`src/rtl/cpu_types_pkg.sv`:
```
// Shared CPU types: word_t data word and the memory-controller state enum.
// Latency: n/a (types only).
// Backpressure: n/a.
package cpu_types_pkg;

    typedef logic [31:0] word_t;

    // IDLE : no data access pending, or a fresh request this cycle
    // DWAIT: data request outstanding for more than one cycle
    // DDONE: data side finished, still waiting on the instruction fetch
    // HALT : processor halted, left only through reset
    typedef enum logic [1:0] {
        IDLE  = 2'd0,
        DWAIT = 2'd1,
        DDONE = 2'd2,
        HALT  = 2'd3
    } memctrl_state_t;

endpackage

```
`src/rtl/memctrl_perf_cnt.sv`:
```
// Stall-cycle and data-access performance counters, both wrapping at 2^CNT_W.
// Latency: a count is visible on the outputs one cycle after its increment strobe.
// Backpressure: none; the counters only observe the pipeline.
//
// Ports: CLK/RST (sync, active-high); stall_inc/dmem_inc increment strobes;
//        stall_cycles/dmem_ops current counts.
module memctrl_perf_cnt #(
    parameter int unsigned CNT_W = 32
) (
    input  logic             CLK,
    input  logic             RST,
    input  logic             stall_inc,
    input  logic             dmem_inc,
    output logic [CNT_W-1:0] stall_cycles,
    output logic [CNT_W-1:0] dmem_ops
);

    logic [CNT_W-1:0] stall_cycles_q, stall_cycles_d;
    logic [CNT_W-1:0] dmem_ops_q, dmem_ops_d;

    always_comb begin
        stall_cycles_d = stall_cycles_q;
        dmem_ops_d     = dmem_ops_q;
        if (stall_inc) stall_cycles_d = stall_cycles_q + CNT_W'(1);
        if (dmem_inc)  dmem_ops_d     = dmem_ops_q + CNT_W'(1);
    end

    always_ff @(posedge CLK) begin
        if (RST) begin
            stall_cycles_q <= '0;
            dmem_ops_q     <= '0;
        end else begin
            stall_cycles_q <= stall_cycles_d;
            dmem_ops_q     <= dmem_ops_d;
        end
    end

    assign stall_cycles = stall_cycles_q;
    assign dmem_ops     = dmem_ops_q;

endmodule

```
`src/rtl/pipeline_mem_ctrl.sv`:
```
// Pipeline stall controller: turns the I/D memory handshake into a global advance/freeze.
// Latency: zero added cycles when ihit and dhit land together; a miss holds advance low until both sides finish.
// Backpressure: advance=0 freezes every pipeline latch; the memory enables are the only requests issued.
//
// Ports: CLK/RST (sync, active-high); dren_req/dwen_req/squash_MEM/halt_MEM from MEM stage;
//        ihit/dhit/dload from the caches; iREN/dREN/dWEN to the caches; dload_out to MEM/WB;
//        advance (global enable); halted, err_timeout (sticky); stall_cycles, dmem_ops (perf).
// Build option: define MEMCTRL_PERF_EN to include the performance counters; otherwise they read 0.
module pipeline_mem_ctrl
    import cpu_types_pkg::*;
#(
    parameter int unsigned TIMEOUT_CYCLES = 1024,
    parameter int unsigned CNT_W          = 32
) (
    input  logic             CLK,
    input  logic             RST,
    input  logic             dren_req,
    input  logic             dwen_req,
    input  logic             squash_MEM,
    input  logic             halt_MEM,
    input  logic             ihit,
    input  logic             dhit,
    input  word_t            dload,
    output logic             iREN,
    output logic             dREN,
    output logic             dWEN,
    output word_t            dload_out,
    output logic             advance,
    output logic             halted,
    output logic             err_timeout,
    output logic [CNT_W-1:0] stall_cycles,
    output logic [CNT_W-1:0] dmem_ops
);

    localparam int unsigned WD_W = (TIMEOUT_CYCLES > 1) ? $clog2(TIMEOUT_CYCLES) : 1;
    localparam logic [WD_W-1:0] WD_LAST = (TIMEOUT_CYCLES == 0) ? '0 : WD_W'(TIMEOUT_CYCLES - 1);

    memctrl_state_t  state_q, state_d;
    logic            ihit_seen_q, ihit_seen_d;
    word_t           dload_q, dload_d;
    logic [WD_W-1:0] wd_cnt_q, wd_cnt_d;
    logic            halted_q, halted_d;
    logic            err_timeout_q, err_timeout_d;

    logic req;
    logic can_issue;
    logic inst_ok;
    logic data_ok;

    // Both request bits set is treated as a store.
    assign req       = (dren_req | dwen_req) & ~squash_MEM;
    assign can_issue = (state_q == IDLE) || (state_q == DWAIT);
    assign inst_ok   = ihit | ihit_seen_q;
    assign data_ok   = ~req | dhit | (state_q == DDONE);

    // Reset overrides the registered state so the caches see a clean fetch request.
    assign advance = data_ok & inst_ok & (state_q != HALT) & ~RST;
    assign iREN    = RST | (state_q != HALT);
    assign dREN    = req & ~dwen_req & can_issue & ~RST;
    assign dWEN    = req & dwen_req & can_issue & ~RST;

    always_comb begin
        dload_out = '0;
        if (dhit)                  dload_out = dload;
        else if (state_q == DDONE) dload_out = dload_q;
    end

    always_comb begin
        state_d       = state_q;
        dload_d       = dload_q;
        halted_d      = halted_q;
        err_timeout_d = err_timeout_q;
        wd_cnt_d      = '0;

        case (state_q)
            IDLE, DWAIT: begin
                if (advance) begin
                    state_d = IDLE;
                end else if (req && dhit) begin
                    // Data finished before the fetch: hold the word until inst_ok.
                    state_d = DDONE;
                    dload_d = dload;
                end else if (req) begin
                    state_d = DWAIT;
                end else begin
                    // Request withdrawn (e.g. squashed while waiting).
                    state_d = IDLE;
                end
            end
            DDONE: begin
                if (inst_ok) state_d = IDLE;
            end
            default: state_d = HALT;
        endcase

        if (advance && halt_MEM) begin
            state_d  = HALT;
            halted_d = 1'b1;
        end

        // Watchdog only runs while a data request keeps waiting without a hit.
        if (state_q == DWAIT && state_d == DWAIT) begin
            wd_cnt_d = wd_cnt_q + WD_W'(1);
            if (TIMEOUT_CYCLES != 0 && wd_cnt_q == WD_LAST) err_timeout_d = 1'b1;
        end

        ihit_seen_d = advance ? 1'b0 : (ihit_seen_q | ihit);
    end

    always_ff @(posedge CLK) begin
        if (RST) begin
            state_q       <= IDLE;
            ihit_seen_q   <= 1'b0;
            dload_q       <= '0;
            wd_cnt_q      <= '0;
            halted_q      <= 1'b0;
            err_timeout_q <= 1'b0;
        end else begin
            state_q       <= state_d;
            ihit_seen_q   <= ihit_seen_d;
            dload_q       <= dload_d;
            wd_cnt_q      <= wd_cnt_d;
            halted_q      <= halted_d;
            err_timeout_q <= err_timeout_d;
        end
    end

    assign halted      = halted_q;
    assign err_timeout = err_timeout_q;

`ifdef MEMCTRL_PERF_EN
    memctrl_perf_cnt #(
        .CNT_W (CNT_W)
    ) u_perf_cnt (
        .CLK          (CLK),
        .RST          (RST),
        .stall_inc    (~advance & (state_q != HALT)),
        .dmem_inc     (dhit),
        .stall_cycles (stall_cycles),
        .dmem_ops     (dmem_ops)
    );
`else
    assign stall_cycles = '0;
    assign dmem_ops     = '0;
`endif

endmodule

```
`config.mk`:
```
export PLATFORM = sky130hd
export DESIGN_NAME = pipeline_mem_ctrl
export DESIGN_NICKNAME = d
export VERILOG_FILES = /design/src/rtl/cpu_types_pkg.sv /design/src/rtl/memctrl_perf_cnt.sv /design/src/rtl/pipeline_mem_ctrl.sv
export SDC_FILE = /design/constraint.sdc
export NUM_CORES = 1
export LEC_CHECK = 0
export CAP_MARGIN = 15
export CORE_UTILIZATION = 42
export DETAILED_ROUTE_END_ITERATION = 7
export GPL_TIMING_DRIVEN = 1
export PLACE_DENSITY_LB_ADDON = 0.08
export SYNTH_ARGS = -nofsm -noshare
export SYNTH_HDL_FRONTEND = slang
export SYNTH_SLANG_ARGS = --single-unit
```
`constraint.sdc`:
```
create_clock -name CLK -period 2.85 [get_ports CLK]
set_input_delay 0.57 -clock CLK [delete_from_list [all_inputs] [get_ports CLK]]
set_output_delay 0.57 -clock CLK [all_outputs]
set_load 0.05 [all_outputs]
```
Yosys cells after proc, flatten, opt, wreduce, memory -nomap -nowiden
Index checks and enable logic that the tools add are counted.
{ "classes": {"n_reduce_logical": 10, "eq_ne": 5, "add_sub_neg": 1, "mux": 8, "bitwise_logic": 21} }
{ "ops": {"columns": ["op", "count"], "rows": [
  ["two-way mux 32 bit", 2],
  ["adder 10 x 1 -> 10 bit (second input constant)", 1],
  ["AND 1 bit", 10],
  ["== test 10 bit (second input constant)", 1],
  ["two-way mux 2 bit", 4],
  ["NOT 1 bit", 6],
  ["OR reduction 2 bit", 3],
  ["bitwise OR 1 bit", 5],
  ["== test 2 x 1 -> 1 bit (second input constant)", 2],
  ["one-hot mux 2 bit (2 select lines)", 1],
  ["logical AND 1 bit", 3],
  ["AND reduction 3 bit", 1],
  ["== test 2 bit (second input constant)", 1],
  ["logical NOT 2 bit", 1],
  ["!= test 2 bit (second input constant)", 1],
  ["AND reduction 2 bit", 1],
  ["logical OR 1 bit", 1],
  ["two-way mux 1 bit", 1]
]} }
{ "totals": {"in_bits": 40, "regBits": 47, "word_cells": 51} }

Longest topological paths before layout
{ "logic_depth": {"word_depth": 15, "ltp_mapped": 5} }

Least setup slack after synthesis
OpenSTA, ideal clock, no wires.
{ "synth_timing": {"kind": "input-to-output", "from": "input dhit", "to": "output dload_out[10]", "n_path_buf": 2, "path_stages": 4, "slack_ns": 0.634, "required_ns": 2.280, "arrival_time_ns": 1.646, "cell_sequence": "buf_2 > nor3b_2 > buf_2 > a22o_1"} }
{ "synth_via": {"elab_chain_len": 1} }
{ "synth_rtl": {"columns": ["item", "line", "text"], "rows": [
  ["start: declaration", "pipeline_mem_ctrl.sv:22", "input logic dhit,"],
  ["two-way mux 32 bit", "pipeline_mem_ctrl.sv:64", "if (dhit) dload_out = dload;"],
  ["end: declaration", "pipeline_mem_ctrl.sv:27", "output word_t dload_out,"]
]} }
No other way between the ends.

Final worst setup path
{ "layout_timing": {"from": "input dhit", "to": "output dload_out[15]"} }
The elaborated chain is that of the path after synthesis.

==> results.yml <==
status:
  status: "complete, no violations"
synth:
  ys_seq_area_share_pct: 36.7
  synth_area_um2: 2560
  syn_inst: 315
  synth.most_common_cell: "nand2_1"
  synthFlopType: "dfxtp_1"
  synth_cell_types: 32
  synth_area_leaders: "dfxtp_1, buf_4, a22o_1"
  async_reset_ff_share_pct: 0
  synth_area_leader_cell: "dfxtp_1"
  synth_edf_count: 0
  syn-mean-instance-area_um2: 8.13
  ys_warn_count: 0
  synth_seq_cells: 47
  synthTopCellsByCount: "nand2_1, buf_4, dfxtp_1"
  synthDominantCellAreaShare_pct: 36.7
routing:
  drtIter0Drc: 78
  firstDrtPassIters: 4
  antenna_left: 0
  drc: 0
  route.vias.total: 2196
  via_per_inst: 4.73
  wire_per_inst_um: 12.0
  drt_wl_total_um: 5590
sta:
  finClkSkew_ns: 0.00477
  tns_ns: 0
  maxSlewHeadroom_pct: 56.0
  rsz0062_at_grt: "no"
  drv_slew: 0
  fmax_mhz: 389
  setup_slack_ns: 0.282
  tightest_slew_ns: 0.660
  finalHoldViolCount: 0
  min_period_over_period_pct: 90.1
  period_minus_slack_ns: 2.57
  setup_viol: 0
power_and_ir_drop:
  p_int_mw: 1.23
  sw_frac_of_total_pct: 33.5
  p_leak_nw: 1.47
  ir_worst_vdd_v: 0.000268
  power_density_nw_per_um2: 503
  p_clk_share_pct: 30.6
  p_comb_share_pct: 32.0
  power.switching_uw: 617
  seq_power_share_pct: 37.5
place:
  gp_congestion: 0.735
  place_hpwl_um: 4030
  place_ws_ns: 0.286
  placed_cells: 456
  portBuffers: 77
cts:
  worstSkewPairLatency_ns: 0.29
  clkTransAtPathRegs_ns: 0.08
  clkSinkCount: 47
  cts_resized: 0
  cts_tree: "done"
  cts_root_buffer: "clkbuf_8"
  holdBufCountCts: 0
  cts_buffer_depth: 2
  cts_made_buffers: 5
  htreeDepth: 2
  post_cts_buffers: 0
floorplanning:
  start_util_pct: 43.5
  rows: 28
  num_io_pins: 142
  die-height_um: 80.1
  fp.dieW_um: 80.1
  die-area_um2: 6410
  core_um2: 5890
finish:
  drive_above_1_share_pct: 14.9
  num_antenna_cells: 0
  seq_area_um2: 941
  area_growth_pct: 43.1
  nNetsFinal: 429
  fillers: 529
  instances_no_fill: 464
  multi_input_area_um2: 1280
grt:
  grtUsageTotal_pct: 18.3
  grt_max_degree: 33
  antenna_found_initial: 0
  grt_pass1_vias: 1871
  grt_pass1_wl_um: 9060
  overflow: 0
setup_path:
  worstSetupStartpointType: "primary input"
  critPathCaptureType: "output port"
  cpPeakStageDelay_ns: 0.55
  cp.arrival_ns: 2.00
  path_class: "primary input to output port"
  path_max_fanout: 17
  path_cells: "clkdlybuf4s50_1, nor3b_4, buf_4, a22o_1, buf_12"
  cpMaxStageDelayCell: "clkdlybuf4s50_1"
  crit_required_ns: 2.28
min_path:
  min_path_type: "flip-flop to flip-flop"
job:
  max_cap_violations: 0
[layout by cell type (no fill, tap or decap), types with 2 or more instances in the layout]
master	Yosys	routed
nand2_1	68	68
buf_12	0	37
dfxtp_1	47	47
inv_1	3	3
a22o_1	32	32
nor2_1	13	13
buf_4	67	7
xor2_1	7	7
clkbuf_8	0	5
o21ai_0	2	2
and3_1	2	2
conb_1	1	64
a21oi_1	33	33
nand4_1	3	3
nand3_1	5	5
bufinv_16	0	2
clkdlybuf4s50_1	0	41
and2_1	2	2
[worst max-delay path, delay by kind of cell]
family | cells | cell delay (ns)
buffers and inverters | 3 | 0.95
AOI/OAI and AO/OA | 1 | 0.22
and+or+nand+nor | 1 | 0.25
[sequential cells by signal (all words and copies together) (netlist names)]
| signal | flops |
|---|---|
| err_timeout | 1 |
| state_q | 2 |
| ihit_seen_q | 1 |
| wd_cnt_q | 10 |
| halted | 1 |
| dload_q | 32 |
[path summary, 6_finish.rpt]
path	from	endpoint	slack, ns	cells after the start
setup / recovery	dhit	dload_out[15]	0.28	5
setup reg to reg	state_q[1]	dload_q[3]	1.26	4
hold reg to reg	dload_q[3]	dload_q[3]	0.46	2
hold / removal	dload_q[3]	dload_q[3]	0.46	2
[metrics by stage]
stage                     util, %  hold WS, ns  instance area [µm²]  power [mW]
after floorplan                 -        0.436                 2800        1.15
after global placement       60.0        0.441                 3530        1.29
after detailed placement     60.0        0.446                 3530        1.30
after CTS                    62.3        0.458                 3660        1.86
after global routing         62.3        0.476                 3660        1.92
final                        62.3        0.457                 3660        1.84
[power groups by stage]
stage | clock (mW) | sequential [mW] | combinational (mW)
2_1_floorplan | 0 | 0.707 | 0.444
3_3_place_gp | 0 | 0.706 | 0.587
3_5_place_dp | 0 | 0.706 | 0.590
4_1_cts | 0.580 | 0.691 | 0.591
5_1_grt | 0.608 | 0.694 | 0.620
6_report | 0.563 | 0.691 | 0.589
[logic make-up after synthesis]
kind of cell / share of synthesized area (%)
AOI/OAI and AO/OA: 20.8
DFF: 36.7
xor gates and xnor gates: 2.74
adders and majority gates: 0.488
buffers and inverters: 22.7
and+or+nand+nor: 16.5
other: 0.146
[cell type report]
class	count	share of cell area (%)
Sequential cell	47	25.7
Inverter	3	0.307
Multi-Input combinational cell	246	35.0
Tap cell	75	2.56
Clock inverter	2	1.64
Timing Repair Buffer	85	32.8
Clock buffer	6	1.98
[layer usage]
| layer | share of wire (%) | up-vias | global-route usage (%) |
|---|---|---|---|
| met5 | 0 | - | 0 |
| li1 | - | 1081 | - |
| met3 | 6.0 | 6 | 4.32 |
| met4 | 1.4 | 0 | 6.25 |
| met2 | 49 | 93 | 31.5 |
| met1 | 44 | 1016 | 22.2 |
(Power assumes the default switching activity.)
